==> src/rtl/enc_pkg.sv <==
// Shared types and quadrature step tables for the encoder emulator.
package enc_pkg;

   typedef enum logic [1:0] {
      IDLE,
      RUN,
      DONE
   } enc_state_t;

   // {A, B} channel levels
   typedef logic [1:0] ab_t;

   localparam int unsigned DEFAULT_COUNTS_PER_REV = 300;

   // Next-state tables, 2 bits per entry, indexed by the current {A, B}.
   // Forward: 00->10->11->01->00; reverse: 00->01->11->10->00.
   localparam logic [7:0] FWD_NEXT = {2'b01, 2'b11, 2'b00, 2'b10};
   localparam logic [7:0] REV_NEXT = {2'b10, 2'b00, 2'b11, 2'b01};

   function automatic ab_t next_ab(input ab_t cur, input logic dir);
      logic [7:0] tbl;
      tbl = dir ? REV_NEXT : FWD_NEXT;
      return tbl[{cur, 1'b0} +: 2];
   endfunction

endpackage

==> src/rtl/quad_encoder_emulator_step_timer.sv <==
// Step-period divider: one-cycle step_tick every max(period_in, 1) enabled cycles.
module step_timer #(
   parameter int unsigned DIV_WIDTH = 24
) (
   input  logic                 clk_in,
   input  logic                 rst_in_n,
   input  logic                 enable_in,
   input  logic [DIV_WIDTH-1:0] period_in,
   output logic                 step_tick
);

   logic [DIV_WIDTH-1:0] div_q;
   logic [DIV_WIDTH-1:0] last_cnt;

   // >= rather than == so a live drop of period_in below the running count
   // ticks at once instead of wrapping the whole divider range.
   always_comb begin
      last_cnt  = (period_in == '0) ? '0 : period_in - DIV_WIDTH'(1);
      step_tick = enable_in && (div_q >= last_cnt);
   end

   always_ff @(posedge clk_in or negedge rst_in_n) begin
      if (!rst_in_n) begin
         div_q <= '0;
      end else if (!enable_in || step_tick) begin
         div_q <= '0;
      end else begin
         div_q <= div_q + DIV_WIDTH'(1);
      end
   end

endmodule

==> src/rtl/quad_encoder_emulator.sv <==
// Quadrature encoder emulator: A/B/index generation for a commanded rate,
// direction and A-edge count, with abort and done handshake.
module quad_encoder_emulator
   import enc_pkg::*;
#(
   parameter int unsigned COUNTS_PER_REV = DEFAULT_COUNTS_PER_REV,
   parameter int unsigned DIV_WIDTH      = 24
) (
   input  logic                 clk_in,
   input  logic                 rst_in_n,
   input  logic                 start_in,
   input  logic                 stop_in,
   input  logic                 dir_in,
   input  logic [DIV_WIDTH-1:0] period_in,
   input  logic [15:0]          target_in,
   output logic                 enc_a_out,
   output logic                 enc_b_out,
   output logic                 index_out,
   output logic [15:0]          pos_out,
   output logic                 busy_out,
   output logic                 done_out
);

   localparam int unsigned      REV_W    = (COUNTS_PER_REV > 1) ? $clog2(COUNTS_PER_REV) : 1;
   localparam logic [REV_W-1:0] REV_LAST = REV_W'(COUNTS_PER_REV - 1);

   enc_state_t       state_q, state_d;
   ab_t              ab_q, ab_d;
   logic [15:0]      pos_q, pos_d;
   logic [15:0]      edge_cnt_q, edge_inc;
   logic [15:0]      target_q;
   logic [REV_W-1:0] rev_q, rev_d;
   logic             step_tick;
   logic             advance;
   logic             a_rise;
   logic             start_run;
   logic             finish;
   logic             index_d;

   step_timer #(
      .DIV_WIDTH(DIV_WIDTH)
   ) u_step_timer (
      .clk_in    (clk_in),
      .rst_in_n  (rst_in_n),
      .enable_in (state_q == RUN),
      .period_in (period_in),
      .step_tick (step_tick)
   );

   // Datapath: an abort on a tick edge wins, so no step is taken then.
   always_comb begin
      advance  = (state_q == RUN) && !stop_in && step_tick;
      ab_d     = advance ? next_ab(ab_q, dir_in) : ab_q;
      a_rise   = !ab_q[1] && ab_d[1];
      edge_inc = (edge_cnt_q == '1) ? edge_cnt_q : edge_cnt_q + 16'd1;

      pos_d = pos_q;
      if (advance) begin
         pos_d = dir_in ? pos_q - 16'd1 : pos_q + 16'd1;
      end

      rev_d = rev_q;
      if (a_rise) begin
         if (dir_in) begin
            rev_d = (rev_q == '0) ? REV_LAST : rev_q - REV_W'(1);
         end else begin
            rev_d = (rev_q == REV_LAST) ? '0 : rev_q + REV_W'(1);
         end
      end

      index_d = (rev_d == '0) && (ab_d == 2'b11);
      finish  = a_rise && (target_q != '0) && (edge_inc == target_q);
   end

   always_comb begin
      state_d   = state_q;
      start_run = 1'b0;
      case (state_q)
         IDLE: begin
            if (start_in && !stop_in) begin
               state_d   = RUN;
               start_run = 1'b1;
            end
         end
         RUN: begin
            if (stop_in) begin
               state_d = IDLE;
            end else if (finish) begin
               state_d = DONE;
            end
         end
         DONE:    state_d = IDLE;
         default: state_d = IDLE;
      endcase
   end

   always_ff @(posedge clk_in or negedge rst_in_n) begin
      if (!rst_in_n) begin
         state_q    <= IDLE;
         ab_q       <= '0;
         pos_q      <= '0;
         rev_q      <= '0;
         edge_cnt_q <= '0;
         target_q   <= '0;
         index_out  <= 1'b0;
         busy_out   <= 1'b0;
         done_out   <= 1'b0;
      end else begin
         state_q   <= state_d;
         ab_q      <= ab_d;
         pos_q     <= pos_d;
         rev_q     <= rev_d;
         index_out <= index_d;
         busy_out  <= (state_d == RUN);
         done_out  <= (state_d == DONE);
         if (start_run) begin
            target_q   <= target_in;
            edge_cnt_q <= '0;
         end else if (a_rise) begin
            edge_cnt_q <= edge_inc;
         end
      end
   end

   assign enc_a_out = ab_q[1];
   assign enc_b_out = ab_q[0];
   assign pos_out   = pos_q;

endmodule

==> config.mk <==
export PLATFORM = sky130hd
export DESIGN_NAME = quad_encoder_emulator
export DESIGN_NICKNAME = d
export VERILOG_FILES = /design/src/rtl/enc_pkg.sv /design/src/rtl/quad_encoder_emulator_step_timer.sv /design/src/rtl/quad_encoder_emulator.sv
export SDC_FILE = /design/constraint.sdc
export NUM_CORES = 1
export LEC_CHECK = 0
export BUFFER_PORTS_ARGS = -buffer_cell sky130_fd_sc_hd__buf_2
export CORE_ASPECT_RATIO = 1.25
export CORE_MARGIN = 4
export CORE_UTILIZATION = 56
export DETAILED_ROUTE_END_ITERATION = 10
export PLACE_DENSITY = 0.76
export SYNTH_ARGS = -nofsm -noshare
export SYNTH_HDL_FRONTEND = slang
export SYNTH_SLANG_ARGS = --single-unit
==> constraint.sdc <==
create_clock -name clk_in -period 3.3 [get_ports clk_in]
set_input_delay 0.33 -clock clk_in [delete_from_list [all_inputs] [get_ports clk_in]]
set_output_delay 0.33 -clock clk_in [all_outputs]
set_load 0.01 [all_outputs]
==> impl_metrics.py <==
metrics = {
    "routing": {
        "via_per_inst": 6.21,
        "wirelength_mm": 19.8,
        "drtIter0Drc": 410,
        "dr.pass1.iters": 7,
        "vias": 6428,
        "ant_nets": 0,
        "drc": 0,
        "wl_per_cell_um": 19.2,
    },
    "sta": {
        "setup_ws_ns": -0.639,
        "slew_headroom": 0.607,
        "slew_viol_final": 0,
        "fin_skew_ns": 0.00945,
        "finalHoldViolations": 0,
        "tightest_slew_ns": 0.586,
        "min_period_ns": 3.94,
        "min_period_over_period": 1.19,
        "grt_setup_unrepaired": "true",
        "timing.fmax_mhz": 254,
        "finalSetupViolCount": 72,
        "holdWs_ns": 0.210,
    },
    "yosys": {
        "synthTopCellsByCount": "91 x nand2_1, 88 x dfrtp_1, 74 x nor2_1, 56 x o21ai_0, 44 x ha_1",
        "synth_top_cell_by_area": "dfrtp_1",
        "ys_ff_latch": 88,
        "synthTopCellsByArea": "dfrtp_1 33%, ha_1 8.4%, xnor2_1 5.5%",
        "yosys_most_used_dff": "dfrtp_1",
        "post-synth-top-count-cell": "nand2_1",
        "synth_top_area_frac": 0.335,
        "syn-num-nets": 836,
        "async_flop_share": 1.00,
        "synth_warnings": 0,
        "synth_cell_types": 72,
        "synth.avg_cell_area_um2": 8.82,
        "ys_seq_area_frac": 0.335,
        "syn_area_um2": 6580,
        "synthCells": 746,
        "synth_edf_count": 0,
    },
    "critical_path": {
        "crit_start": "period_in[12]",
        "cp_slowest_stage_delay_ns": 0.55,
        "r2r_end": "state_q[0]",
        "crit_path_frequent_cell": "buf_6",
        "r2r_cells": 9,
        "cp_slowest_cell": "or4_4",
        "crit_required_ns": 3.53,
        "worst-path-max-fanout": 8,
        "endpoint": "edge_cnt_q[0]",
        "end_kind": "flip-flop",
        "r2r_slack_ns": 0.10,
        "start_kind": "input port",
        "path_cells": "buf_6 > or4_4 > nor4_4 > nand2b_1 > nor4_2 > nand4_1 > buf_6 > buf_16 > nand2_4 > ha_4 > nand4_1 > buf_4 > nor2_4 > nand2_1 > nand4b_1 > buf_4 > o21ai_4 > buf_6 > buf_12 > buf_12 > nor2_4 > mux2_4",
        "crit_arrival_ns": 4.17,
        "crit_type": "input port to flip-flop",
        "r2r_start": "edge_cnt_q[0]",
    },
    "clock_network": {
        "tritoncts": "done",
        "numCtsBuffers": 9,
        "cts_sinks": 88,
        "clk_latency_ns": 0.34,
        "clockRootBuffer": "clkbuf_16",
        "cts_buffer_depth": 2,
        "clkTransAtPathRegs_ns": 0.06,
        "htree_levels": 3,
    },
    "global_route": {
        "grt_first_pass_wirelength_mm": 30.9,
        "grt_max_degree": 36,
        "gr-total-overflow": 0,
        "grt_pass1_vias": 6558,
        "antenna_found_initial": 0,
        "grt_usage": 0.280,
    },
    "power": {
        "total_power_uw": 2560,
        "vdd_ir_drop_max_mv": 0.298,
        "p_per_area_nw_per_um2": 284,
        "power_leakage_uw": 0.00398,
    },
    "placed_design": {
        "dp_cells": 991,
        "dp_hpwl_mm": 12.5,
        "dpl-instance-area_um2": 7590,
        "port_buffers": 65,
        "routabilityCongestion": 0.927,
    },
    "run_status": {
        "violations": "negative setup slack",
        "status": "finished with violations",
    },
    "die": {
        "placeableCoreArea_um2": 11600,
        "die-area_um2": 13600,
        "fp.dieW_um": 105,
        "die_y_um": 129,
        "io_pins": 66,
        "rows": 44,
        "start_util": 0.569,
    },
    "min_path": {
        "hold_start": "target_in[2]",
        "hp-class": "input port to flip-flop",
    },
    "layout": {
        "fillers": 685,
        "area_growth_pct": 36.9,
        "finalInstanceArea_um2": 9010,
        "antennaDiodeCount": 0,
        "drive_above_1_share": 0.375,
        "layout.cells.non_filler": 1035,
        "layout.nets": 983,
    },
    "job": {
        "maxCapViolations": 0,
    },
}
==> per-stage QoR <==
step / utilization / setup TNS [ns] / setup WS [ns]
after floorplan: - / -10.28 / -0.427
after global placement: 0.656 / -34.19 / -0.701
after detailed placement: 0.656 / -40.99 / -0.841
after CTS: 0.751 / -13.67 / -0.428
after global routing: 0.780 / -39.96 / -0.828
final: 0.780 / -28.75 / -0.639
==> state kept, by name, indices dropped and copies added, names as in the netlist <==
register / flops
u_step_timer.div_q: 24
edge_cnt_q: 16
pos_out: 16
target_q: 16
rev_q: 9
ab_q: 2
state_q: 2
busy_out: 1
done_out: 1
index_out: 1
==> critical path: cells and delay by family <==
family / cells / cell delay (ns)
AO/OA/AOI/OAI: 1 / 0.23
adder cells (fa/ha/maj): 1 / 0.21
buffers and inverters: 8 / 1.15
multiplexers: 1 / 0.29
AND/OR/NAND/NOR: 11 / 1.91
==> cells in the final DEF (no fill, tap or decap), drive strengths merged, types with 5 or more instances in the layout <==
master  Yosys  routed
o211ai      5       5
a211oi      6       6
xor2       37      37
and3       14      14
dfrtp      88      88
mux2i       5       5
or3         7       7
nor2b       6       6
o21bai      5       5
nand2b     10      10
a21oi      34      34
nor2       76      76
mux2       17      17
inv        20      20
xnor2      41      41
o21ai      57      57
nand2      91      91
nor4       21      21
nor3       31      31
nand3      20      20
a311oi      8       8
nor3b       6       6
clkbuf     22      12
ha         44      44
nand4      12      12
o31ai       7       7
and2        5       5
buf         3     160
==> per-layer routing <==
| layer | share of wire | track usage | vias to the layer above | wire [um] |
|---|---|---|---|---|
| met3 | 0.051 | 0.0379 | 86 | 1010 |
| li1 | - | - | 2992 | - |
| met2 | 0.52 | 0.522 | 271 | 10300 |
| met1 | 0.38 | 0.316 | 3079 | 7540 |
| met5 | 0 | 0 | - | 0 |
| met4 | 0.048 | 0.130 | 0 | 951 |
==> worst min-delay path by stage <==
stage / end / slack, ns / cells after the start
after floorplan: ab_q[0] / 0.03 / 0
after global placement: pos_out[7] / 0.30 / 1
after detailed placement: pos_out[6] / 0.31 / 1
after CTS: target_q[2] / 0.22 / 3
after global routing: target_q[14] / 0.23 / 2
final: target_q[2] / 0.21 / 3
==> cell type report <==
| type | instances | area (um^2) | share of cell area |
|---|---|---|---|
| clock buffer | 12 | 236 | 0.0262 |
| inverter | 20 | 75.1 | 0.00833 |
| timing repair buffer | 161 | 1320 | 0.147 |
| tap | 138 | 173 | 0.0192 |
| sequential | 88 | 2200 | 0.244 |
| clock inverter | 3 | 20.0 | 0.00222 |
| multi-input combinational | 613 | 4980 | 0.553 |
==> what timing repair did <==
item | 4_1_cts | 5_1_grt
buffers inserted | 17 | 5
hold buffers | 1 | 0
hold endpoints to repair | 33 | 0
endpoints found under the setup margin | 70 | 72
pin swaps | 57 | 21
gates resized for setup | 136 | 62
gates cloned | 8 | 0
==> cell families (layout without fill, tap and decap cells) <==
group                    Yosys count  in the layout  synth area share
AND/OR/NAND/NOR                  321            321             0.262
flip-flops                        88             88             0.335
adder cells (fa/ha/maj)           45             45            0.0867
buffers and inverters             45            196            0.0352
XOR/XNOR                          78             78             0.104
AO/OA/AOI/OAI                    147            147             0.140
multiplexers                      22             22            0.0373
==> power breakdown <==
group	switching [uW]	leakage [uW]	internal, uW
logic	239	0.00269	225
registers	58.2	0.00117	1130
clock network	407	0.000119	505
total	704	0.00398	1860
(Power assumes the default switching activity.)
